`src/rtl/reg_mem_bist.sv`:
```
// Power-on self-test initiator for a reg_mem style register memory port.
// Writes (a + SEED) or its inverse to every word, reads back, counts mismatches.
module reg_mem_bist #(
    parameter int DATA_WIDTH = 8,
    parameter int ADDR_WIDTH = 5,
    parameter int DEPTH      = 32,
    parameter int SEED       = 10,
    parameter int RD_LAT     = 1
) (
    input  logic                  clk,
    input  logic                  rst,
    input  logic                  start,
    input  logic                  invert,
    output logic [ADDR_WIDTH-1:0] mem_addr,
    output logic [DATA_WIDTH-1:0] mem_wdata,
    output logic                  mem_wen,
    input  logic [DATA_WIDTH-1:0] mem_rdata,
    output logic                  busy,
    output logic                  done,
    output logic                  pass,
    output logic [ADDR_WIDTH:0]   err_count,
    output logic [ADDR_WIDTH-1:0] first_err_addr
);

    typedef enum logic [2:0] {
        S_IDLE,
        S_WRITE,
        S_READ,
        S_DRAIN,
        S_DONE
    } state_t;

    localparam logic [ADDR_WIDTH-1:0] LAST_ADDR = ADDR_WIDTH'(DEPTH - 1);
    localparam logic [ADDR_WIDTH-1:0] ADDR_ONE  = ADDR_WIDTH'(1);
    localparam logic [ADDR_WIDTH:0]   ERR_ONE   = (ADDR_WIDTH + 1)'(1);

    state_t                  state_q, state_d;
    logic [ADDR_WIDTH-1:0]   addr_q, addr_d;
    logic [DATA_WIDTH-1:0]   wdata_q, wdata_d;
    logic                    wen_q, wen_d;
    logic                    busy_q, busy_d;
    logic                    done_q, done_d;
    logic                    pass_q, pass_d;
    logic [ADDR_WIDTH:0]     err_q, err_d;
    logic [ADDR_WIDTH-1:0]   first_q, first_d;
    logic                    invert_q, invert_d;

    logic                    cmp_valid;
    logic [ADDR_WIDTH-1:0]   cmp_addr;
    logic [DATA_WIDTH-1:0]   cmp_exp;

    // Truncation to DATA_WIDTH happens before the optional inversion.
    function automatic logic [DATA_WIDTH-1:0] pattern(input logic [ADDR_WIDTH-1:0] a,
                                                      input logic inv);
        logic [DATA_WIDTH-1:0] w;
        w = DATA_WIDTH'(a) + DATA_WIDTH'(SEED);
        return inv ? ~w : w;
    endfunction

    // Expected word and address ride beside the read request for RD_LAT cycles.
    if (RD_LAT == 0) begin : g_cmp_comb
        assign cmp_valid = (state_q == S_READ);
        assign cmp_addr  = addr_q;
        assign cmp_exp   = wdata_q;
    end else begin : g_cmp_pipe
        logic                  pipe_valid_q, pipe_valid_d;
        logic [ADDR_WIDTH-1:0] pipe_addr_q, pipe_addr_d;
        logic [DATA_WIDTH-1:0] pipe_exp_q, pipe_exp_d;

        always_comb begin
            pipe_valid_d = (state_q == S_READ);
            pipe_addr_d  = addr_q;
            pipe_exp_d   = wdata_q;
        end

        always_ff @(posedge clk or posedge rst) begin
            if (rst) begin
                pipe_valid_q <= 1'b0;
                pipe_addr_q  <= '0;
                pipe_exp_q   <= '0;
            end else begin
                pipe_valid_q <= pipe_valid_d;
                pipe_addr_q  <= pipe_addr_d;
                pipe_exp_q   <= pipe_exp_d;
            end
        end

        assign cmp_valid = pipe_valid_q;
        assign cmp_addr  = pipe_addr_q;
        assign cmp_exp   = pipe_exp_q;
    end

    always_comb begin
        state_d  = state_q;
        addr_d   = addr_q;
        wdata_d  = wdata_q;
        wen_d    = wen_q;
        busy_d   = busy_q;
        done_d   = done_q;
        pass_d   = pass_q;
        err_d    = err_q;
        first_d  = first_q;
        invert_d = invert_q;

        if (cmp_valid && (mem_rdata != cmp_exp)) begin
            err_d = err_q + ERR_ONE;
            if (err_q == '0) begin
                first_d = cmp_addr;
            end
        end

        case (state_q)
            S_IDLE, S_DONE: begin
                if (start) begin
                    state_d  = S_WRITE;
                    invert_d = invert;
                    addr_d   = '0;
                    wdata_d  = pattern('0, invert);
                    wen_d    = 1'b1;
                    busy_d   = 1'b1;
                    done_d   = 1'b0;
                    pass_d   = 1'b0;
                    err_d    = '0;
                    first_d  = '0;
                end
            end
            S_WRITE: begin
                if (addr_q == LAST_ADDR) begin
                    state_d = S_READ;
                    addr_d  = '0;
                    wdata_d = pattern('0, invert_q);
                    wen_d   = 1'b0;
                end else begin
                    addr_d  = addr_q + ADDR_ONE;
                    wdata_d = pattern(addr_q + ADDR_ONE, invert_q);
                end
            end
            S_READ: begin
                if (addr_q == LAST_ADDR) begin
                    addr_d  = '0;
                    wdata_d = '0;
                    if (RD_LAT == 0) begin
                        state_d = S_DONE;
                        busy_d  = 1'b0;
                        done_d  = 1'b1;
                        pass_d  = (err_d == '0);
                    end else begin
                        state_d = S_DRAIN;
                    end
                end else begin
                    addr_d  = addr_q + ADDR_ONE;
                    wdata_d = pattern(addr_q + ADDR_ONE, invert_q);
                end
            end
            S_DRAIN: begin
                // Last compare lands on this edge; pass must include it.
                state_d = S_DONE;
                busy_d  = 1'b0;
                done_d  = 1'b1;
                pass_d  = (err_d == '0);
            end
            default: begin
                state_d = S_IDLE;
            end
        endcase
    end

    always_ff @(posedge clk or posedge rst) begin
        if (rst) begin
            state_q  <= S_IDLE;
            addr_q   <= '0;
            wdata_q  <= '0;
            wen_q    <= 1'b0;
            busy_q   <= 1'b0;
            done_q   <= 1'b0;
            pass_q   <= 1'b0;
            err_q    <= '0;
            first_q  <= '0;
            invert_q <= 1'b0;
        end else begin
            state_q  <= state_d;
            addr_q   <= addr_d;
            wdata_q  <= wdata_d;
            wen_q    <= wen_d;
            busy_q   <= busy_d;
            done_q   <= done_d;
            pass_q   <= pass_d;
            err_q    <= err_d;
            first_q  <= first_d;
            invert_q <= invert_d;
        end
    end

    assign mem_addr       = addr_q;
    assign mem_wdata      = wdata_q;
    assign mem_wen        = wen_q;
    assign busy           = busy_q;
    assign done           = done_q;
    assign pass           = pass_q;
    assign err_count      = err_q;
    assign first_err_addr = first_q;

endmodule

```
`config.mk`:
```
export PLATFORM = sky130hd
export DESIGN_NAME = reg_mem_bist
export DESIGN_NICKNAME = d
export VERILOG_FILES = /design/src/rtl/reg_mem_bist.sv
export SDC_FILE = /design/constraint.sdc
export NUM_CORES = 1
export LEC_CHECK = 0
export BUFFER_PORTS_ARGS = -buffer_cell sky130_fd_sc_hd__buf_2
export CAP_MARGIN = 40
export CORE_MARGIN = 2
export CORE_UTILIZATION = 61
export CTS_BUF_LIST = sky130_fd_sc_hd__clkbuf_4
export CTS_CLUSTER_SIZE = 10
export DETAILED_ROUTE_END_ITERATION = 8
export PLACE_DENSITY_LB_ADDON = 0.1
export SLEW_MARGIN = 5
export SYNTH_ARGS = -nofsm -noshare
export SYNTH_HDL_FRONTEND = slang
export SYNTH_SLANG_ARGS = --single-unit
export TNS_END_PERCENT = 20
```
`constraint.sdc`:
```
create_clock -name clk -period 4.93 [get_ports clk]
set_input_delay 0.986 -clock clk [delete_from_list [all_inputs] [get_ports clk]]
set_output_delay 0.986 -clock clk [all_outputs]
set_load 0.01 [all_outputs]
```
==> results.toml, run 1 <==
[clock_network]
clkSlewWorstSetupHoldPaths_ns = 0.12
cts_buffers = 5
post_cts_buffers = 0
clock-root-buffer = "clkbuf_4"
tritoncts = "yes"
htreeDepth = 2
cts_sinks = 44
cts_resized = 0
cts_hold_buf = 0
insertion_delay_ns = 0.35
cts_buffer_depth = 2

[setup_path]
crit_path_max_fanout = 6
start_kind = "primary input"
worst_setup_path_end_kind = "register"
cp_data_required_time_ns = 5.19
critPathArrivalTime_ns = 2.62
path_class = "primary input to register"

[final_layout]
drive_gt1_share_pct = 24.37
diodes = 0
layout_commonest_cell = "dfrtp_1"
num-fill-cells = 278
multi_input_area_um2 = 959.7
nNetsFinal = 254
area_growth_pct = 13.10
regArea_um2 = 1101
final_cell_mix = "44 x dfrtp_1, 39 x buf_2, 21 x nand2_1"

[global_routing]
gr-usage-all-layers_pct = 24.30
grt-ovfl-total = 0
met1_usage_pct = 31.64
antenna_found_initial = 0
busiest_layer = "met2"
grt_max_degree = 45
met3_usage_pct = 4.865
grtUsageMet2_pct = 40.03
grt_pass1_vias = 1566
grt_first_pass_wirelength_um = 7396

[floorplanning]
ioPinCount = 40
dieHeight_um = 62.97
core_um2 = 3337
die_w_um = 62.97
rows = 21
start_util_pct = 63.55
die_area_um2 = 3965

[timing]
hold_viol_final = 0
holdWs_ns = 0.4196
maxSlewViolCount = 0
final.setup.tns_ns = 0
worstMarginPinSlew_ns = 0.7632
relSlewSlack_pct = 49.09
max_freq_ghz = 0.4232
setup_viol = 0
fin_crit_sh_pct = 47.93
clock_skew_ns = 0.005848
rsz0062_at_grt = "no"
period_needed_ns = 2.363

[yosys]
synth-seq-area-share_pct = 51.92
ys.flop_type = "dfrtp_1"
synth_cell_type_count = 39
synth_nets = 215
synthTopCellsByArea = "dfrtp_1 52%, xor2_1 5.0%, xnor2_1 4.5%"
synth.avg_cell_area_um2 = 10.71
synth-seq-cells = 44
syn_inst = 198
synth_warnings = 0
synth_edf_count = 0
netlist_area_um2 = 2121
synth_largest_type_area_fraction_pct = 51.92
synth_top_cell_by_area = "dfrtp_1"
async_flop_share_pct = 100.0

[power]
p_clk_share_pct = 11.8
intPower_w = 0.0008509
p_leak_nw = 1.167
switching_power_w = 0.0005592
power.share.switching_pct = 39.66
p_comb_share_pct = 44.3
powerDensity_nw_per_um2 = 587.9
p_seq_share_pct = 44.0
ir_worst_vdd_mv = 0.5066

[outcome]
status = "finished, final reports clean"

[min_path]
hold_class = "register to register"

[routing]
vias = 1573
drtAntennaViolNets = 0
routed_wl_um = 4278
wl_per_cell_um = 15.06
drt-initial-drc-count = 101
drc = 0
drtPass1Iterations = 4
vias_per_cell = 5.539

[placement]
port_buffers = 39
place_congestion = 0.8716
dpl.hpwl_um = 3140

[run]
cap_violations = 0
-- worst max-delay path, cell delays in order --
cell      delay [ns]
buf_2           0.11
or3_4           0.38
a211oi_4        0.38
a21oi_1         0.17
mux2_2          0.33
o31ai_2         0.26
-- state kept, by name, indices dropped and copies added, names as in the netlist, 3 cells and up --
| register | count |
|---|---|
| state_q | 3 |
| cmp_addr | 5 |
| mem_wdata | 7 |
| cmp_exp | 7 |
| mem_addr | 5 |
| err_count | 6 |
| first_err_addr | 5 |
-- cells in the mapped netlist, drive strengths merged, types with 2 or more instances --
cell type and count:
a211oi 4, a21oi 10, a221oi 2, a22o 7, clkbuf 7, dfrtp 44
ha 5, inv 7, mux2 3, mux2i 8, nand2 21, nand2b 2
nand3 4, nand3b 2, nor2 17, nor2b 3, nor3 2, nor4 2
o21ai 7, o311ai 2, o31ai 2, or2 4, xnor2 11, xor2 12
-- worst paths after layout --
path                                     startpoint                      end  slack (ns)  cells past startpoint
max                                    mem_rdata[6]         pass$_DFFE_PP0P_        2.57                      6
min                        mem_wdata[4]$_DFFE_PP0P_     cmp_exp[4]$_DFF_PP0_        0.42                      0
max reg2reg                  state_q[1]$_DFFE_PP0P_  mem_addr[0]$_DFFE_PP0P_        2.66                      4
min reg2reg                mem_wdata[4]$_DFFE_PP0P_     cmp_exp[4]$_DFF_PP0_        0.42                      0
max in group asynchronous                       rst  mem_addr[3]$_DFFE_PP0P_        3.82                      3
min in group asynchronous                       rst     cmp_exp[5]$_DFF_PP0_        0.75                      3
-- metrics by stage --
| step | worst slack [ns] | utilization [%] | cells | cell area, um2 | power (W) |
|---|---|---|---|---|---|
| final | 2.567 | 71.88 | 284 | 2399 | 0.001410 |
| after global routing | 2.455 | 71.88 | 284 | 2399 | 0.001520 |
| after CTS | 2.580 | 71.88 | 284 | 2399 | 0.001421 |
| after detailed placement | 2.182 | 70.34 | 276 | 2347 | 0.001254 |
| after global placement | 2.340 | 70.34 | 276 | 2347 | 0.001229 |
| after floorplan | 2.527 | - | 198 | 2121 | 0.001075 |
-- power by group through the flow --
| stage | combinational, W | clock, W | sequential [W] |
|---|---|---|---|
| global route | 0.000691 | 0.000186 | 0.000643 |
| global placement | 0.000609 | 0 | 0.000621 |
| CTS | 0.000630 | 0.000171 | 0.000621 |
| detailed placement | 0.000626 | 0 | 0.000628 |
| finish | 0.000624 | 0.000166 | 0.000620 |
| floorplan | 0.000461 | 0 | 0.000614 |
-- final cells by class --
type                       instances  area share (%)
tap                               46           2.400
clock inverter                     3          0.5738
clock buffer                       5           1.565
sequential                        44           45.91
inverter                           7           1.095
multi-input combinational        139           40.01
timing repair buffer              40           8.451
-- per-layer routing --
metal  wire length [um]  share of wire [%]  up-vias
met4                 61                1.4        0
met5                  0                  0        -
li1                   -                  -      765
met1               1924                 45      764
met3                170                4.0        5
met2               2121                 50       39
-- cells by family after synthesis --
kind of cell	count (synthesis)	synth area share, %
compound gates	39	13.63
xor+xnor	23	9.498
fa+ha+maj	5	2.950
buf+inv	15	2.832
flops	44	51.92
mux	11	5.369
simple gates	61	13.81
No activity file was read; power rests on OpenSTA's default activity.
==> run 2, diff against run 1 <==
- ABC_AREA: unset -> 1
- CORE_UTILIZATION: 61 -> 57
- clock period: 4.93 -> 2.2 ns (I/O delays scaled with it)
==> results.toml, run 2 <==
[yosys]
synth_nets = 260
synth_simple_gate_area_share_pct = 21.98
synth-seq-area-share_pct = 51.86
synth_edf_count = 0
synthTopCellsByCount = "63 x nand2_1, 44 x dfrtp_1, 28 x inv_1"
synth-compound-area-share_pct = 10.78
synth.avg_cell_area_um2 = 8.738
synth_most_common_cell = "nand2_1"
syn_inst = 243
synthTopCellsByArea = "dfrtp_1 52%, nand2_1 11%, inv_1 4.9%"
ys.flop_type = "dfrtp_1"
netlist_area_um2 = 2123
synth-seq-cells = 44
synth_cell_type_count = 32
synth_top_cell_by_area = "dfrtp_1"
async_flop_share_pct = 100.0
synth_top_family_by_area = "simple AND/OR/NAND/NOR gates"
synth_mux_area_share_pct = 0
synth_adder_area_share_pct = 2.946
synth-xor-area-share_pct = 4.950
synth_warnings = 0
synth_largest_type_area_fraction_pct = 51.86

[routing]
drtAntennaViolNets = 0
wl_per_cell_um = 12.06
drc = 0
vias = 1674
routed_wl_um = 4040
drtPass1Iterations = 4
drt-initial-drc-count = 86
vias_per_cell = 4.997

[clock_network]
insertion_delay_ns = 0.35
cts_hold_buf = 0
cts_resized = 0
cts_buffer_depth = 2
cts_buffers = 5
htreeDepth = 2
post_cts_buffers = 0
clock-root-buffer = "clkbuf_4"
clkSlewWorstSetupHoldPaths_ns = 0.11
tritoncts = "yes"
cts_sinks = 44

[placement]
place_congestion = 0.9332
dpl.hpwl_um = 2990
dp_cells = 328
port_buffers = 39

[global_routing]
gr-usage-all-layers_pct = 23.31
antenna_found_initial = 0
grt_first_pass_wirelength_um = 7341
grt_pass1_vias = 1602
grt-ovfl-total = 0
grt_max_degree = 45

[setup_path]
r2r_end = "mem_wdata[0]$_DFFE_PP0P_"
cp_data_required_time_ns = 2.44
r2r_start = "mem_addr[0]$_DFFE_PP0P_"
crit_path_max_fanout = 9
path_class = "register to register"
r2r_slack_ns = 0.30
reg2reg_depth = 9
start_kind = "register"
worst_setup_path_end_kind = "register"
critPathArrivalTime_ns = 2.15

[floorplanning]
ioPinCount = 40
die_w_um = 65.04
rows = 22
core_um2 = 3633
dieHeight_um = 65.04
start_util_pct = 58.44
die_area_um2 = 4230

[final_layout]
layout_commonest_cell = "nand2_1"
regArea_um2 = 1101
num-fill-cells = 326
diodes = 0
area_growth_pct = 14.02
multi_input_area_um2 = 865.8
final_cell_mix = "63 x nand2_1, 44 x dfrtp_1, 39 x buf_2"
fin_cells = 335
utilization_pct = 66.63
nNetsFinal = 304
drive_gt1_share_pct = 21.95

[timing]
clock_skew_ns = 0.008240
hold_viol_final = 0
relSlewSlack_pct = 64.33
final.setup.tns_ns = 0
max_freq_ghz = 0.5256
holdWs_ns = 0.1989
worstMarginPinSlew_ns = 0.5351
fin_crit_sh_pct = 86.48
period_needed_ns = 1.903
setup_viol = 0
maxSlewViolCount = 0
rsz0062_at_grt = "no"

[power]
ir_worst_vdd_mv = 0.7200
p_leak_nw = 1.308
power.total_w = 0.003296
powerDensity_nw_per_um2 = 1361

[outcome]
status = "finished, final reports clean"

[run]
cap_violations = 0

[min_path]
hold_class = "primary input to asynchronous set/reset pin"
-- run 2: cell types whose count changed after synthesis, sizes merged, moves of 8 or more --
cell	change
nand2	+44
inv	+26
o21ai	+14
mux2i	-8
nand3	+8
xnor2	-8
-- run 2: final cells by class --
| cell class | instances | share of cell area [%] |
|---|---|---|
| multi-input combinational | 161 | 35.76 |
| clock buffer | 6 | 1.860 |
| timing repair buffer | 42 | 8.992 |
| tap | 48 | 2.481 |
| clock inverter | 1 | 0.2067 |
| sequential | 44 | 45.48 |
| inverter | 33 | 5.220 |
-- run 2: metrics by stage --
stage / area [um2] / setup slack (ns)
3_3_place_gp: 2369 / 0.2814
3_5_place_dp: 2369 / 0.1808
6_report: 2421 / 0.2975
5_1_grt: 2421 / 0.05727
2_1_floorplan: 2123 / 0.4571
4_1_cts: 2419 / 0.1645
-- run 2: layer usage --
metal / GRT usage, % / vias up / part of all wire, %
met3: 4.688 / 8 / 4.3
met2: 38.27 / 31 / 46
met4: 10.16 / 0 / 2.0
met5: 0 / - / 0
met1: 30.06 / 772 / 47
li1: - / 863 / -
-- run 2: power by group --
| part | switching [W] | total, W | internal, W |
|---|---|---|---|
| sequential | 0.000252 | 0.00138 | 0.00112 |
| clock | 0.000236 | 0.000366 | 0.000130 |
| combinational | 0.000961 | 0.00155 | 0.000594 |
| total | 0.00145 | 0.00330 | 0.00185 |
-- run 2: cells by family (layout without fill, tap and decap cells) --
| kind of cell | Yosys count | count (layout) |
|---|---|---|
| adders and majority gates | 5 | 5 |
| DFF | 44 | 44 |
| buffers and inverters | 38 | 82 |
| and+or+nand+nor | 103 | 103 |
| xor gates and xnor gates | 12 | 12 |
| AOI/OAI and AO/OA | 41 | 41 |
-- run 2: worst max-delay path by stage --
| stage | start | end | slack (ns) |
|---|---|---|---|
| final | mem_addr[0]$_DFFE_PP0P_ | mem_wdata[0]$_DFFE_PP0P_ | 0.30 |
| after floorplan | mem_addr[0]$_DFFE_PP0P_ | mem_wdata[0]$_DFFE_PP0P_ | 0.46 |
| after detailed placement | mem_addr[0]$_DFFE_PP0P_ | mem_wdata[0]$_DFFE_PP0P_ | 0.18 |
| after global routing | mem_addr[0]$_DFFE_PP0P_ | mem_wdata[2]$_DFFE_PP0P_ | 0.06 |
| after global placement | mem_addr[0]$_DFFE_PP0P_ | mem_wdata[1]$_DFFE_PP0P_ | 0.28 |
| after CTS | mem_addr[0]$_DFFE_PP0P_ | mem_wdata[0]$_DFFE_PP0P_ | 0.16 |
-- run 2: worst max-delay path, cell delays in order, from the launching register on --
cell and delay, ns:
dfrtp_1 0.51, ha_1 0.24, nand2_1 0.06, nor2_1 0.11
ha_2 0.32, inv_1 0.11, nand2_1 0.13, o21ai_0 0.08
o21ai_0 0.16, nand2_1 0.07
==> run 3, diff against run 2 <==
- CORE_UTILIZATION: 57 -> 25
- SLEW_MARGIN: 5 -> 20
==> results.toml, run 3 (same netlist as run 2, synthesis figures left out) <==
[outcome]
status = "finished, final reports clean"

[routing]
vias = 1661
wl_per_cell_um = 12.03
drtPass1Iterations = 4
drtAntennaViolNets = 0
vias_per_cell = 4.216
drc = 0
routed_wl_um = 4738
drt-initial-drc-count = 90

[floorplanning]
start_util_pct = 25.84
die_area_um2 = 9247
core_um2 = 8217
rows = 33
dieHeight_um = 96.16
ioPinCount = 40
die_w_um = 96.16

[final_layout]
fin_cells = 394
multi_input_area_um2 = 863.3
area_growth_pct = 18.50
diodes = 0
num-fill-cells = 870
regArea_um2 = 1101
final_cell_mix = "63 x nand2_1, 44 x dfrtp_1, 39 x buf_2"
drive_gt1_share_pct = 22.49
layout_commonest_cell = "nand2_1"
nNetsFinal = 305

[timing]
final.setup.tns_ns = 0
worstMarginPinSlew_ns = 0.4582
clock_skew_ns = 0.01148
fin_ws_ns = 0.2860
hold_viol_final = 0
setup_viol = 0
fin_crit_sh_pct = 87.00
rsz0062_at_grt = "no"
maxSlewViolCount = 0
period_needed_ns = 1.914
max_freq_ghz = 0.5225
relSlewSlack_pct = 69.41

[clock_network]
cts_sinks = 44
clock-root-buffer = "clkbuf_4"
insertion_delay_ns = 0.35
clkSlewWorstSetupHoldPaths_ns = 0.14
cts_resized = 0
cts_buffers = 5
post_cts_buffers = 0
cts_hold_buf = 0
cts_buffer_depth = 2
tritoncts = "yes"
htreeDepth = 2

[placement]
place_congestion = 0.7809
dpl.hpwl_um = 3585
dp_cells = 386
pre_cts_slack_ns = 0.3198
port_buffers = 39

[setup_path]
r2r_start = "mem_addr[0]$_DFFE_PP0P_"
crit_path_top_delay_cell = "dfrtp_1"
path_class = "register to register"
critPathArrivalTime_ns = 2.16
crit_path_max_fanout = 9
cp_data_required_time_ns = 2.44
worst_setup_path_end_kind = "register"
cp_common_cell = "nand2_1"
critical_path.cell_chain = "ha_1 > nand2_1 > nor2_1 > ha_1 > inv_1 > nand2_1 > o21ai_0 > o21ai_0 > nand2_1"
crit_path_start = "mem_addr[0]$_DFFE_PP0P_"
start_kind = "register"
critPathMaxStageDelay_ns = 0.52

[global_routing]
grt-ovfl-total = 0
antenna_found_initial = 0
gr-usage-all-layers_pct = 11.75
grt_pass1_vias = 1637
grt_max_degree = 27
grt_first_pass_wirelength_um = 8217

[power]
p_leak_nw = 1.323
power.total_w = 0.003319
powerDensity_nw_per_um2 = 1319
ir_worst_vdd_mv = 0.2939

[min_path]
hold_class = "primary input to asynchronous set/reset pin"

[run]
cap_violations = 0
==> run 3: metrics by stage <==
| step | hold slack [ns] | instance area, um2 | util, % |
|---|---|---|---|
| detailed placement | 0.3899 | 2460 | 29.94 |
| floorplan | 0.4348 | 2123 | - |
| global placement | 0.3915 | 2460 | 29.94 |
| global route | 0.08685 | 2516 | 30.62 |
| CTS | 0.07835 | 2516 | 30.62 |
| finish | 0.07682 | 2516 | 30.62 |
==> run 3: layout make-up <==
type / instances / share of cell area, %
Multi-Input combinational cell: 161 / 34.31
Tap cell: 105 / 5.221
Clock inverter: 3 / 0.7459
Timing Repair Buffer: 43 / 9.448
Sequential cell: 44 / 43.76
Clock buffer: 5 / 1.492
Inverter: 33 / 5.022
==> run 3: routing by layer <==
metal / vias to the layer above / global-route usage, % / routed length (um)
li1: 872 / - / -
met1: 753 / 16.57 / 2339
met2: 30 / 17.59 / 2116
met3: 6 / 2.819 / 209
met4: 0 / 3.929 / 73
met5: - / 0 / 0
==> run 3: worst paths after layout <==
check	endpoint	slack (ns)	cells after the start
setup reg to reg	mem_wdata[2]$_DFFE_PP0P_	0.29	9
max in group asynchronous	cmp_addr[4]$_DFF_PP0_	1.63	3
hold / removal	mem_wen$_DFFE_PP0P_	0.08	2
min in group clk	invert_q$_DFFE_PP0P_	0.38	3
setup / recovery	mem_wdata[2]$_DFFE_PP0P_	0.29	9
hold reg to reg	cmp_exp[4]$_DFF_PP0_	0.42	0
==> run 3: power by group <==
group	total, W	switching [W]	internal (W)
sequential	0.00137	0.000244	0.00112
clock	0.000394	0.000270	0.000123
combinational	0.00156	0.000969	0.000591
==> run 3: worst max-delay path, delay by kind of cell, from the launching register on <==
kind	cells	cell delay (ns)
simple gates	4	0.38
fa+ha+maj	2	0.50
compound gates	2	0.30
flops	1	0.52
buf+inv	1	0.11
